===== config.mk =====
export PLATFORM = sky130hd
export DESIGN_NAME = stack_sequencer_flat
export DESIGN_NICKNAME = d
export VERILOG_FILES = /design/src/rtl/stack_pkg.sv /design/src/rtl/stack_sequencer_if.sv /design/src/rtl/stack_depth_check.sv /design/src/rtl/stack_sequencer.sv /design/src/flat_wrapper.sv
export SDC_FILE = /design/constraint.sdc
export NUM_CORES = 1
export LEC_CHECK = 0
export CORE_ASPECT_RATIO = 0.8
export CORE_MARGIN = 1
export CORE_UTILIZATION = 34
export DETAILED_ROUTE_END_ITERATION = 8
export PLACE_DENSITY_LB_ADDON = 0.05
export SYNTH_ARGS = -nofsm -noshare
export SYNTH_HDL_FRONTEND = slang
export SYNTH_HIERARCHICAL = 1
export SYNTH_SLANG_ARGS = --single-unit

===== constraint.sdc =====
create_clock -name clk -period 2.7 [get_ports clk]
set_input_delay 0.27 -clock clk [delete_from_list [all_inputs] [get_ports clk]]
set_output_delay 0.27 -clock clk [all_outputs]
set_load 0.05 [all_outputs]

===== src/rtl/stack_pkg.sv =====
// Shared widths, op encodings, FSM states and per-op helpers for the stack sequencer.
package stack_pkg;

  localparam int DATA_WIDTH  = 16;
  localparam int PC_WIDTH    = 32;
  localparam int SP_WIDTH    = 11;
  localparam int FLAGS_WIDTH = 4;

  localparam logic [SP_WIDTH-1:0] SP_RESET = 11'd2047;

  localparam logic [2:0] OP_NOP  = 3'b000;
  localparam logic [2:0] OP_PUSH = 3'b001;
  localparam logic [2:0] OP_POP  = 3'b010;
  localparam logic [2:0] OP_CALL = 3'b011;
  localparam logic [2:0] OP_RET  = 3'b100;
  localparam logic [2:0] OP_INT  = 3'b101;
  localparam logic [2:0] OP_RTI  = 3'b110;
  localparam logic [2:0] OP_RSVD = 3'b111;

  typedef enum logic [3:0] {
    ST_IDLE,
    ST_PUSH_W,
    ST_PUSH_PCH,
    ST_PUSH_PCL,
    ST_PUSH_FL,
    ST_POP_W,
    ST_POP_FL,
    ST_POP_PCL,
    ST_POP_PCH
  } state_t;

  function automatic logic [1:0] op_beats(input logic [2:0] op);
    case (op)
      OP_PUSH, OP_POP: op_beats = 2'd1;
      OP_CALL, OP_RET: op_beats = 2'd2;
      OP_INT, OP_RTI:  op_beats = 2'd3;
      default:         op_beats = 2'd0;
    endcase
  endfunction

  function automatic logic is_push_op(input logic [2:0] op);
    is_push_op = (op == OP_PUSH) || (op == OP_CALL) || (op == OP_INT);
  endfunction

  function automatic logic is_pop_op(input logic [2:0] op);
    is_pop_op = (op == OP_POP) || (op == OP_RET) || (op == OP_RTI);
  endfunction

endpackage


===== src/rtl/stack_sequencer_if.sv =====
// Op request, result and data-memory signals between control, the sequencer and memory.
interface stack_sequencer_if;
  import stack_pkg::*;

  logic                   op_valid;
  logic [2:0]             op_code;
  logic [DATA_WIDTH-1:0]  push_data;
  logic [PC_WIDTH-1:0]    pc_in;
  logic [FLAGS_WIDTH-1:0] flags_in;
  logic [DATA_WIDTH-1:0]  mem_rdata;
  logic                   busy;
  logic                   mem_push;
  logic                   mem_pop;
  logic [SP_WIDTH-1:0]    mem_addr;
  logic [DATA_WIDTH-1:0]  mem_wdata;
  logic [SP_WIDTH-1:0]    sp;
  logic [DATA_WIDTH-1:0]  pop_data;
  logic                   pop_valid;
  logic [PC_WIDTH-1:0]    pc_out;
  logic                   pc_valid;
  logic [FLAGS_WIDTH-1:0] flags_out;
  logic                   flags_valid;
  logic                   stack_overflow;
  logic                   stack_underflow;

  modport slave (
    input  op_valid, op_code, push_data, pc_in, flags_in, mem_rdata,
    output busy, mem_push, mem_pop, mem_addr, mem_wdata, sp,
           pop_data, pop_valid, pc_out, pc_valid, flags_out, flags_valid,
           stack_overflow, stack_underflow
  );

  modport master (
    output op_valid, op_code, push_data, pc_in, flags_in, mem_rdata,
    input  busy, mem_push, mem_pop, mem_addr, mem_wdata, sp,
           pop_data, pop_valid, pc_out, pc_valid, flags_out, flags_valid,
           stack_overflow, stack_underflow
  );

endinterface


===== src/rtl/stack_depth_check.sv =====
// Decides whether an op fits the stack: push-type ops need sp >= beats, pop-type need used >= beats.
module stack_depth_check
  import stack_pkg::*;
(
  input  logic [SP_WIDTH-1:0] sp,
  input  logic [2:0]          op_code,
  output logic                ok,
  output logic                overflow,
  output logic                underflow
);

  logic [SP_WIDTH-1:0] w_used;
  logic [SP_WIDTH-1:0] w_beats;

  assign w_used    = SP_RESET - sp;
  assign w_beats   = SP_WIDTH'(op_beats(op_code));
  assign overflow  = is_push_op(op_code) && (sp < w_beats);
  assign underflow = is_pop_op(op_code) && (w_used < w_beats);
  assign ok        = !overflow && !underflow;

endmodule


===== src/rtl/stack_sequencer.sv =====
// Stack traffic sequencer: owns sp and issues one push/pop beat per cycle for PUSH/POP/CALL/RET/INT/RTI.
module stack_sequencer
  import stack_pkg::*;
(
  input  logic              clk,
  input  logic              reset,
  stack_sequencer_if.slave  bus
);

  state_t                 r_state;
  state_t                 w_next_state;
  logic [SP_WIDTH-1:0]    r_sp;
  logic [2:0]             r_op;
  logic [DATA_WIDTH-1:0]  r_push_data;
  logic [PC_WIDTH-1:0]    r_pc;
  logic [FLAGS_WIDTH-1:0] r_flags;
  logic [DATA_WIDTH-1:0]  r_pc_lo;
  logic [FLAGS_WIDTH-1:0] r_flags_pop;

  logic [DATA_WIDTH-1:0]  r_pop_data;
  logic                   r_pop_valid;
  logic [PC_WIDTH-1:0]    r_pc_out;
  logic                   r_pc_valid;
  logic [FLAGS_WIDTH-1:0] r_flags_out;
  logic                   r_flags_valid;
  logic                   r_overflow;
  logic                   r_underflow;

  logic                   w_is_op;
  logic                   w_accept;
  logic                   w_ok;
  logic                   w_ovf;
  logic                   w_unf;
  logic                   w_push;
  logic                   w_pop;
  logic [DATA_WIDTH-1:0]  w_wdata;

  stack_depth_check u_depth (
    .sp        (r_sp),
    .op_code   (bus.op_code),
    .ok        (w_ok),
    .overflow  (w_ovf),
    .underflow (w_unf)
  );

  assign w_is_op  = (bus.op_code != OP_NOP) && (bus.op_code != OP_RSVD);
  assign w_accept = (r_state == ST_IDLE) && bus.op_valid && w_is_op;

  always_ff @(posedge clk) begin
    if (reset) r_state <= ST_IDLE;
    else       r_state <= w_next_state;
  end

  always_comb begin
    w_next_state = r_state;
    w_push       = 1'b0;
    w_pop        = 1'b0;
    w_wdata      = '0;
    case (r_state)
      ST_IDLE: begin
        if (w_accept && w_ok) begin
          case (bus.op_code)
            OP_PUSH:        w_next_state = ST_PUSH_W;
            OP_CALL, OP_INT: w_next_state = ST_PUSH_PCH;
            OP_POP:         w_next_state = ST_POP_W;
            OP_RET:         w_next_state = ST_POP_PCL;
            OP_RTI:         w_next_state = ST_POP_FL;
            default:        w_next_state = ST_IDLE;
          endcase
        end
      end
      ST_PUSH_W: begin
        w_push       = 1'b1;
        w_wdata      = r_push_data;
        w_next_state = ST_IDLE;
      end
      // PC high word goes first so the low word ends up on top
      ST_PUSH_PCH: begin
        w_push       = 1'b1;
        w_wdata      = r_pc[PC_WIDTH-1:DATA_WIDTH];
        w_next_state = ST_PUSH_PCL;
      end
      ST_PUSH_PCL: begin
        w_push       = 1'b1;
        w_wdata      = r_pc[DATA_WIDTH-1:0];
        w_next_state = (r_op == OP_INT) ? ST_PUSH_FL : ST_IDLE;
      end
      ST_PUSH_FL: begin
        w_push       = 1'b1;
        w_wdata      = {{(DATA_WIDTH-FLAGS_WIDTH){1'b0}}, r_flags};
        w_next_state = ST_IDLE;
      end
      ST_POP_W: begin
        w_pop        = 1'b1;
        w_next_state = ST_IDLE;
      end
      ST_POP_FL: begin
        w_pop        = 1'b1;
        w_next_state = ST_POP_PCL;
      end
      ST_POP_PCL: begin
        w_pop        = 1'b1;
        w_next_state = ST_POP_PCH;
      end
      ST_POP_PCH: begin
        w_pop        = 1'b1;
        w_next_state = ST_IDLE;
      end
      default: w_next_state = ST_IDLE;
    endcase
  end

  always_ff @(posedge clk) begin
    if (reset) begin
      r_sp          <= SP_RESET;
      r_op          <= OP_NOP;
      r_push_data   <= '0;
      r_pc          <= '0;
      r_flags       <= '0;
      r_pc_lo       <= '0;
      r_flags_pop   <= '0;
      r_pop_data    <= '0;
      r_pop_valid   <= 1'b0;
      r_pc_out      <= '0;
      r_pc_valid    <= 1'b0;
      r_flags_out   <= '0;
      r_flags_valid <= 1'b0;
      r_overflow    <= 1'b0;
      r_underflow   <= 1'b0;
    end else begin
      r_pop_valid   <= 1'b0;
      r_pc_valid    <= 1'b0;
      r_flags_valid <= 1'b0;
      r_overflow    <= w_accept && w_ovf;
      r_underflow   <= w_accept && w_unf;

      if (w_accept) begin
        r_op        <= bus.op_code;
        r_push_data <= bus.push_data;
        r_pc        <= bus.pc_in;
        r_flags     <= bus.flags_in;
      end

      if (w_push)     r_sp <= r_sp - SP_WIDTH'(1);
      else if (w_pop) r_sp <= r_sp + SP_WIDTH'(1);

      case (r_state)
        ST_POP_W: begin
          r_pop_data  <= bus.mem_rdata;
          r_pop_valid <= 1'b1;
        end
        ST_POP_FL:  r_flags_pop <= bus.mem_rdata[FLAGS_WIDTH-1:0];
        ST_POP_PCL: r_pc_lo     <= bus.mem_rdata;
        ST_POP_PCH: begin
          r_pc_out   <= {bus.mem_rdata, r_pc_lo};
          r_pc_valid <= 1'b1;
          if (r_op == OP_RTI) begin
            r_flags_out   <= r_flags_pop;
            r_flags_valid <= 1'b1;
          end
        end
        default: ;
      endcase
    end
  end

  assign bus.busy            = (r_state != ST_IDLE) || w_accept;
  assign bus.mem_push        = w_push;
  assign bus.mem_pop         = w_pop;
  assign bus.mem_addr        = w_push ? (r_sp - SP_WIDTH'(1)) : r_sp;
  assign bus.mem_wdata       = w_wdata;
  assign bus.sp              = r_sp;
  assign bus.pop_data        = r_pop_data;
  assign bus.pop_valid       = r_pop_valid;
  assign bus.pc_out          = r_pc_out;
  assign bus.pc_valid        = r_pc_valid;
  assign bus.flags_out       = r_flags_out;
  assign bus.flags_valid     = r_flags_valid;
  assign bus.stack_overflow  = r_overflow;
  assign bus.stack_underflow = r_underflow;

endmodule

===== src/flat_wrapper.sv =====
// flat-port wrapper written by rule: the top's interface ports become plain ports
module stack_sequencer_flat import stack_pkg::*;
  (clk, reset, bus_op_valid, bus_op_code, bus_push_data, bus_pc_in, bus_flags_in, bus_mem_rdata, bus_busy, bus_mem_push, bus_mem_pop, bus_mem_addr, bus_mem_wdata, bus_sp, bus_pop_data, bus_pop_valid, bus_pc_out, bus_pc_valid, bus_flags_out, bus_flags_valid, bus_stack_overflow, bus_stack_underflow);
  stack_sequencer_if bus_i ();
  input  logic clk;
  input  logic reset;
  input wire logic [$bits(bus_i.op_valid)-1:0] bus_op_valid;
  input wire logic [$bits(bus_i.op_code)-1:0] bus_op_code;
  input wire logic [$bits(bus_i.push_data)-1:0] bus_push_data;
  input wire logic [$bits(bus_i.pc_in)-1:0] bus_pc_in;
  input wire logic [$bits(bus_i.flags_in)-1:0] bus_flags_in;
  input wire logic [$bits(bus_i.mem_rdata)-1:0] bus_mem_rdata;
  output wire logic [$bits(bus_i.busy)-1:0] bus_busy;
  output wire logic [$bits(bus_i.mem_push)-1:0] bus_mem_push;
  output wire logic [$bits(bus_i.mem_pop)-1:0] bus_mem_pop;
  output wire logic [$bits(bus_i.mem_addr)-1:0] bus_mem_addr;
  output wire logic [$bits(bus_i.mem_wdata)-1:0] bus_mem_wdata;
  output wire logic [$bits(bus_i.sp)-1:0] bus_sp;
  output wire logic [$bits(bus_i.pop_data)-1:0] bus_pop_data;
  output wire logic [$bits(bus_i.pop_valid)-1:0] bus_pop_valid;
  output wire logic [$bits(bus_i.pc_out)-1:0] bus_pc_out;
  output wire logic [$bits(bus_i.pc_valid)-1:0] bus_pc_valid;
  output wire logic [$bits(bus_i.flags_out)-1:0] bus_flags_out;
  output wire logic [$bits(bus_i.flags_valid)-1:0] bus_flags_valid;
  output wire logic [$bits(bus_i.stack_overflow)-1:0] bus_stack_overflow;
  output wire logic [$bits(bus_i.stack_underflow)-1:0] bus_stack_underflow;
  assign bus_i.op_valid = bus_op_valid;
  assign bus_i.op_code = bus_op_code;
  assign bus_i.push_data = bus_push_data;
  assign bus_i.pc_in = bus_pc_in;
  assign bus_i.flags_in = bus_flags_in;
  assign bus_i.mem_rdata = bus_mem_rdata;
  assign bus_busy = bus_i.busy;
  assign bus_mem_push = bus_i.mem_push;
  assign bus_mem_pop = bus_i.mem_pop;
  assign bus_mem_addr = bus_i.mem_addr;
  assign bus_mem_wdata = bus_i.mem_wdata;
  assign bus_sp = bus_i.sp;
  assign bus_pop_data = bus_i.pop_data;
  assign bus_pop_valid = bus_i.pop_valid;
  assign bus_pc_out = bus_i.pc_out;
  assign bus_pc_valid = bus_i.pc_valid;
  assign bus_flags_out = bus_i.flags_out;
  assign bus_flags_valid = bus_i.flags_valid;
  assign bus_stack_overflow = bus_i.stack_overflow;
  assign bus_stack_underflow = bus_i.stack_underflow;
  stack_sequencer u_core (.clk(clk), .reset(reset), .bus(bus_i));
endmodule

==> flow_summary.yaml, run 1 <==
run_status:
  status: "finished with violations"
  violations: "DRC, setup timing"
global_route:
  grt_pass1_vias: 5669
  grt_pass1_wl_microns: 29100
  antenna_found_initial: 0
  grt_max_degree: 81
  track_usage_pct: 19.8
  gr-total-overflow: 0
synthesis:
  synth.area.mux_share_pct: 1.96
  syn_area_sq_um: 6140
  synth_top_cell_by_area: "dfxtp_1"
  synth_top_cells_by_area: "dfxtp_1 (48%), nand2_1 (17%), a21oi_1 (10%)"
  synth_compound_area_share_pct: 16.6
  yosysMostFrequentCell: "nand2_1"
  synth_seq_area_share_pct: 47.9
  yosys.area_share.simple_pct: 25.9
  ys_ff_latch: 147
  synthXorXnorAreaFrac_pct: 2.42
  synth_commonest_cells: "nand2_1 (272), dfxtp_1 (147), a21oi_1 (127)"
  synth_cell_types: 53
  synth_cells: 784
  synth_edf_count: 0
  async_flop_share_pct: 0
  syn_nets: 864
  yosysTopAreaCellShare_pct: 47.9
  postSynthAreaPerCell_sq_um: 7.83
  yosys_most_used_dff: "dfxtp_1"
  yosys.area_share.adder_pct: 1.22
  yosysWarnings: 6
  synth_top_family_by_area: "simple AND/OR/NAND/NOR gates"
cts:
  h-tree-depth: 4
  tritoncts: "done"
  clockRootBuffer: "clkbuf_16"
  cts_made_buffers: 17
  clock_sinks: 147
  clk_pin_slew_ps: 60
  clock_path_buffers: 2
  clock_latency_ps: 420
route:
  via_per_inst: 5.03
  wire_per_inst_microns: 15.4
  vias: 5985
  wl_microns: 18300
  drtIter0Drc: 357
  drc: 9
  ant_nets: 0
  dr.pass1.iters: 7
critical_path:
  cp_max_fo: 4
  crit_start: "u_core/bus.sp[3]"
  worstSetupEndpointType: "output pin"
  r2r-start: "u_core/r_state[1]"
  critPathArrivalTime_ps: 2440
  r2r_cells: 5
  required_ps: 2430
  worst_setup_path_start_kind: "register"
  path_class: "register to output pin"
  endpoint: "bus_mem_addr[9]"
  r2r_end: "u_core/r_push_data[13]"
  regToRegSetupSlack_ps: 440
floorplanning:
  die_area_sq_um: 18600
  placementRows: 43
  core_sq_um: 17500
  initial_core_util_pct: 35.1
  fp.dieW_microns: 152
  die_h_microns: 122
  io_pins: 172
sta:
  hold_slack_ps: 403
  setup_viol: 1
  worstMarginPinSlew_ps: 992
  rsz0062_at_grt: "yes"
  maxSlewViolCount: 0
  min_period_ps: 2710
  worst_slack_ps: -6.22
  relSlewSlack_pct: 33.9
  skew_ps: 9.00
  hold_viol: 0
  fin_crit_sh_pct: 100
  fmax_mhz: 370
hold_path:
  hold_path_class: "input pin to register"
power:
  vdd_ir_drop_max_uv: 442
  p_leak_uw: 0.00331
  power.density_nw_per_um2: 683
  power_uw: 6240
placed_design:
  place_hpwl_microns: 12600
  io_buffers: 171
  gp_congestion: 0.812
final_layout:
  area_growth_pct: 48.8
  utilization_pct: 52.3
  num_antenna_cells: 0
  fin_nets: 1032
  drive_gt1_share_pct: 13.1
job:
  drv_cap: 0
==> stage by stage <==
step	cell area (sq um)	setup TNS, ps	cells	worst slack [ps]
after floorplan	6180	-39.7	784	-39.7
after global placement	8480	0	1152	349
after detailed placement	8480	0	1152	297
after CTS	9050	-91.5	1183	-54.3
after global routing	9140	-198	1189	-77.5
final	9140	-6.22	1189	-6.22
==> state kept, by name (all words and copies together), names as in the netlist, 3 cells and up <==
| signal | count |
|---|---|
| u_core/r_pc_lo | 16 |
| u_core/bus.pc_out | 32 |
| u_core/bus.sp | 11 |
| u_core/bus.flags_out | 4 |
| u_core/r_flags_pop | 4 |
| u_core/r_state | 4 |
| u_core/r_flags | 4 |
| u_core/r_op | 3 |
| u_core/bus.pop_data | 16 |
| u_core/r_pc | 32 |
| u_core/r_push_data | 16 |
==> worst min path at each step <==
stage          cells past startpoint                   from  slack [ps]               endpoint
2_1_floorplan                      2        bus_flags_in[0]         410      u_core/r_flags[0]
3_3_place_gp                       2  u_core/bus.pc_out[18]         440  u_core/bus.pc_out[18]
3_5_place_dp                       2  u_core/r_push_data[1]         450  u_core/r_push_data[1]
4_1_cts                            3          bus_pc_in[20]         380        u_core/r_pc[20]
5_1_grt                            3          bus_pc_in[13]         390        u_core/r_pc[13]
6_report                           3          bus_pc_in[20]         400        u_core/r_pc[20]
==> final cells by class <==
| class | instances | area (sq um) |
|---|---|---|
| sequential | 147 | 2960 |
| timing repair buffer | 203 | 2250 |
| tap | 225 | 282 |
| fill | 1628 | 8340 |
| clock buffer | 18 | 439 |
| multi-input combinational | 575 | 3050 |
| clock inverter | 13 | 126 |
| inverter | 8 | 30.0 |
==> metal layers <==
| metal | vias up | GRT usage, % | part of all wire, % |
|---|---|---|---|
| li1 | 2962 | - | - |
| met1 | 2833 | 26.2 | 47 |
| met2 | 177 | 30.6 | 44 |
| met3 | 13 | 7.17 | 7.9 |
| met4 | 0 | 5.29 | 1.2 |
| met5 | - | 0 | 0 |
==> worst max-delay path, cell delays in order, from the launching register on <==
cell and delay, ps:
dfxtp_4 360, or4_4 530, or3_4 340, or4_4 470, xnor2_4 170, buf_12 150
==> layout by cell type, fill, tap and decap left out, types with 5 or more instances in the layout <==
master,n
clkbuf_16,17
or3_1,5
nor3_1,7
nor2b_1,5
nor2_1,24
or2_2,6
buf_12,30
a21oi_1,127
nand2b_1,6
ha_1,6
buf_4,32
mux2i_1,12
clkdlybuf4s50_1,140
o21ai_0,5
a221o_1,5
xor2_1,11
inv_1,8
a22oi_1,18
nand2_1,272
dfxtp_1,142
==> timing repair <==
action,4_1_cts,5_1_grt
setup buffers,0,6
pin swaps,0,2
endpoints found under the hold margin,0,0
hold buffers,0,0
endpoints found under the setup margin,8,13
resized for setup,5,12
gates cloned,0,0
==> cells by family (layout without fill, tap and decap cells) <==
group / after synthesis / in the layout
simple gates: 364 / 364
compound gates: 176 / 176
flops: 147 / 147
buf+inv: 62 / 242
xor+xnor: 17 / 17
mux: 12 / 12
fa+ha+maj: 6 / 6
==> power by group <==
part / switching, uW / total (uW) / internal (uW)
Combinational: 906 / 1560 / 658
Sequential: 129 / 2420 / 2290
Clock: 956 / 2260 / 1300
Power figures use the tool's default switching activity.
==> run 2: changes to the inputs <==
ABC_CLOCK_PERIOD_IN_PS = 2700   (was not set)
==> results of run 2 <==
The final DEF is identical to that of run 1; final timing and power are the same.
==> run 3: changes to the inputs <==
CELL_PAD_IN_SITES_DETAIL_PLACEMENT = 0   (was not set)
CELL_PAD_IN_SITES_GLOBAL_PLACEMENT = 2   (was not set)
CORE_UTILIZATION = 27   (was 34)
==> run 3 against run 2 <==
  * Register-to-register slack gained 30 ps
  * The flow finishes with violations (setup timing)
  * Die area grew 26%
  * Core utilization shrank 9.6 points
==> flow_summary.yaml, run 3 (synthesis results as in run 1) <==
run_status:
  status: "finished with violations"
  violations: "setup timing"
hold_path:
  hold_path_class: "input pin to register"
floorplanning:
  core_sq_um: 21900
  die_area_sq_um: 23400
  die_h_microns: 137
  io_pins: 172
  initial_core_util_pct: 28.0
  placementRows: 48
  fp.dieW_microns: 171
sta:
  hold_viol: 0
  min_period_ps: 2700
  maxSlewViolCount: 0
  setup_viol: 1
  worst_slack_ps: -1.01
  rsz0062_at_grt: "yes"
  relSlewSlack_pct: 50.2
  worstMarginPinSlew_ps: 748
  fin_setup_tns_ps: -1.01
  fmax_mhz: 370
  fin_crit_sh_pct: 100
  skew_ps: 12.9
placed_design:
  place_hpwl_microns: 13400
  io_buffers: 171
  gp_congestion: 0.788
  place_inst: 1228
route:
  dr.pass1.iters: 7
  drc: 0
  ant_nets: 0
  vias: 5915
  wire_per_inst_microns: 15.5
  drtIter0Drc: 380
  wl_microns: 19700
  via_per_inst: 4.66
critical_path:
  cp_max_fo: 4
  crit_path_max_incr_delay_ps: 540
  worstPathCellList: "or4_4 -> or3_1 -> or4_4 -> xnor2_4 -> buf_12"
  worst_setup_path_start_kind: "register"
  crit_top_cell: "or4_4"
  path_class: "register to output pin"
  worstSetupEndpointType: "output pin"
  regToRegSetupSlack_ps: 470
  slowest_stage: "or4_4"
  critPathArrivalTime_ps: 2430
  required_ps: 2430
cts:
  clk_pin_slew_ps: 70
  hold_buffers: 0
  clockRootBuffer: "clkbuf_16"
  h-tree-depth: 4
  tritoncts: "done"
  cts_made_buffers: 17
  clock_sinks: 147
  clock_path_buffers: 2
  clock_latency_ps: 420
final_layout:
  final_cell_mix: "nand2_1 (271), dfxtp_1 (144), clkdlybuf4s50_1 (140)"
  fin_cells: 1269
  num_antenna_cells: 0
  area_growth_pct: 52.4
  fillerInstances: 2164
  layout_commonest_cell: "nand2_1"
  fin_nets: 1036
  drive_gt1_share_pct: 13.4
global_route:
  gr-total-overflow: 0
  antenna_found_initial: 0
  track_usage_pct: 16.9
  grt_pass1_wl_microns: 30600
  grt_pass1_vias: 5791
  grt_max_degree: 65
power:
  power.density_nw_per_um2: 709
  vdd_ir_drop_max_uv: 410
  p_leak_uw: 0.00338
job:
  drv_cap: 0
run 3: cell types whose count changed in the layout (fill, tap and decap cells not counted), moves of 2 or more:
cell       change
or3_1          +2
clkinv_4       -3
clkinv_2       -2
inv_8          +2
inv_6          +2
dfxtp_1        +2
or3_4          -2
bufinv_16      +3
buf_12         +2
run 3: layer usage:
metal  up-vias  GRT usage, %  wire length [microns]  share of wire, %
met4         0          5.36                    265               1.3
li1       2974             -                      -                 -
met1      2759          22.6                   9620                49
met2       165          25.5                   8420                43
met5         -             0                      0                 0
met3        17          5.44                   1350               6.8
run 3: area by class of cell:
cell class                 count  area, sq um  share of cell area [%]
timing repair buffer         207         2310                    24.6
multi-input combinational    575         3040                    32.5
clock buffer                  18          439                    4.69
inverter                       8         33.8                   0.361
tap                          300          375                    4.01
clock inverter                14          213                    2.27
sequential                   147         2950                    31.6
run 3: worst max-delay path: cells and delay by family (launching register included):
kind,cells,cell delay (ps)
flip-flops,1,340
AND/OR/NAND/NOR,3,1350
buffers and inverters,1,150
XOR/XNOR,1,170
run 3: power by group:
part / internal (uW) / switching [uW] / leakage, uW
combinational: 689 / 927 / 0.00187
clock: 1610 / 1010 / 0.000314
sequential: 2290 / 116 / 0.00119
run 3: final timing paths:
path,from,endpoint,depth (start not counted)
setup / recovery,u_core/bus.sp[3],bus_mem_addr[9],5
hold / removal,bus_push_data[12],u_core/r_push_data[12],3
setup reg to reg,u_core/r_state[3],u_core/bus.flags_out[1],4
hold reg to reg,u_core/bus.pc_out[27],u_core/bus.pc_out[27],2
run 3: timing repair:
item	in CTS	in global routing
buffers inserted	1	7
endpoints found under the setup margin	7	15
gates cloned	0	1
resized for setup	8	8
run 3: metrics by stage:
stage	instance area, sq um	util [%]	worst slack (ps)	power [uW]	hold slack [ps]
floorplan	6180	-	-39.7	3340	406
detailed placement	8600	39.2	332	4020	448
global route	9360	42.7	-61.2	6950	384
finish	9360	42.7	-1.01	6640	397
CTS	9280	42.4	-38.1	6680	377
global placement	8600	39.2	361	4010	443
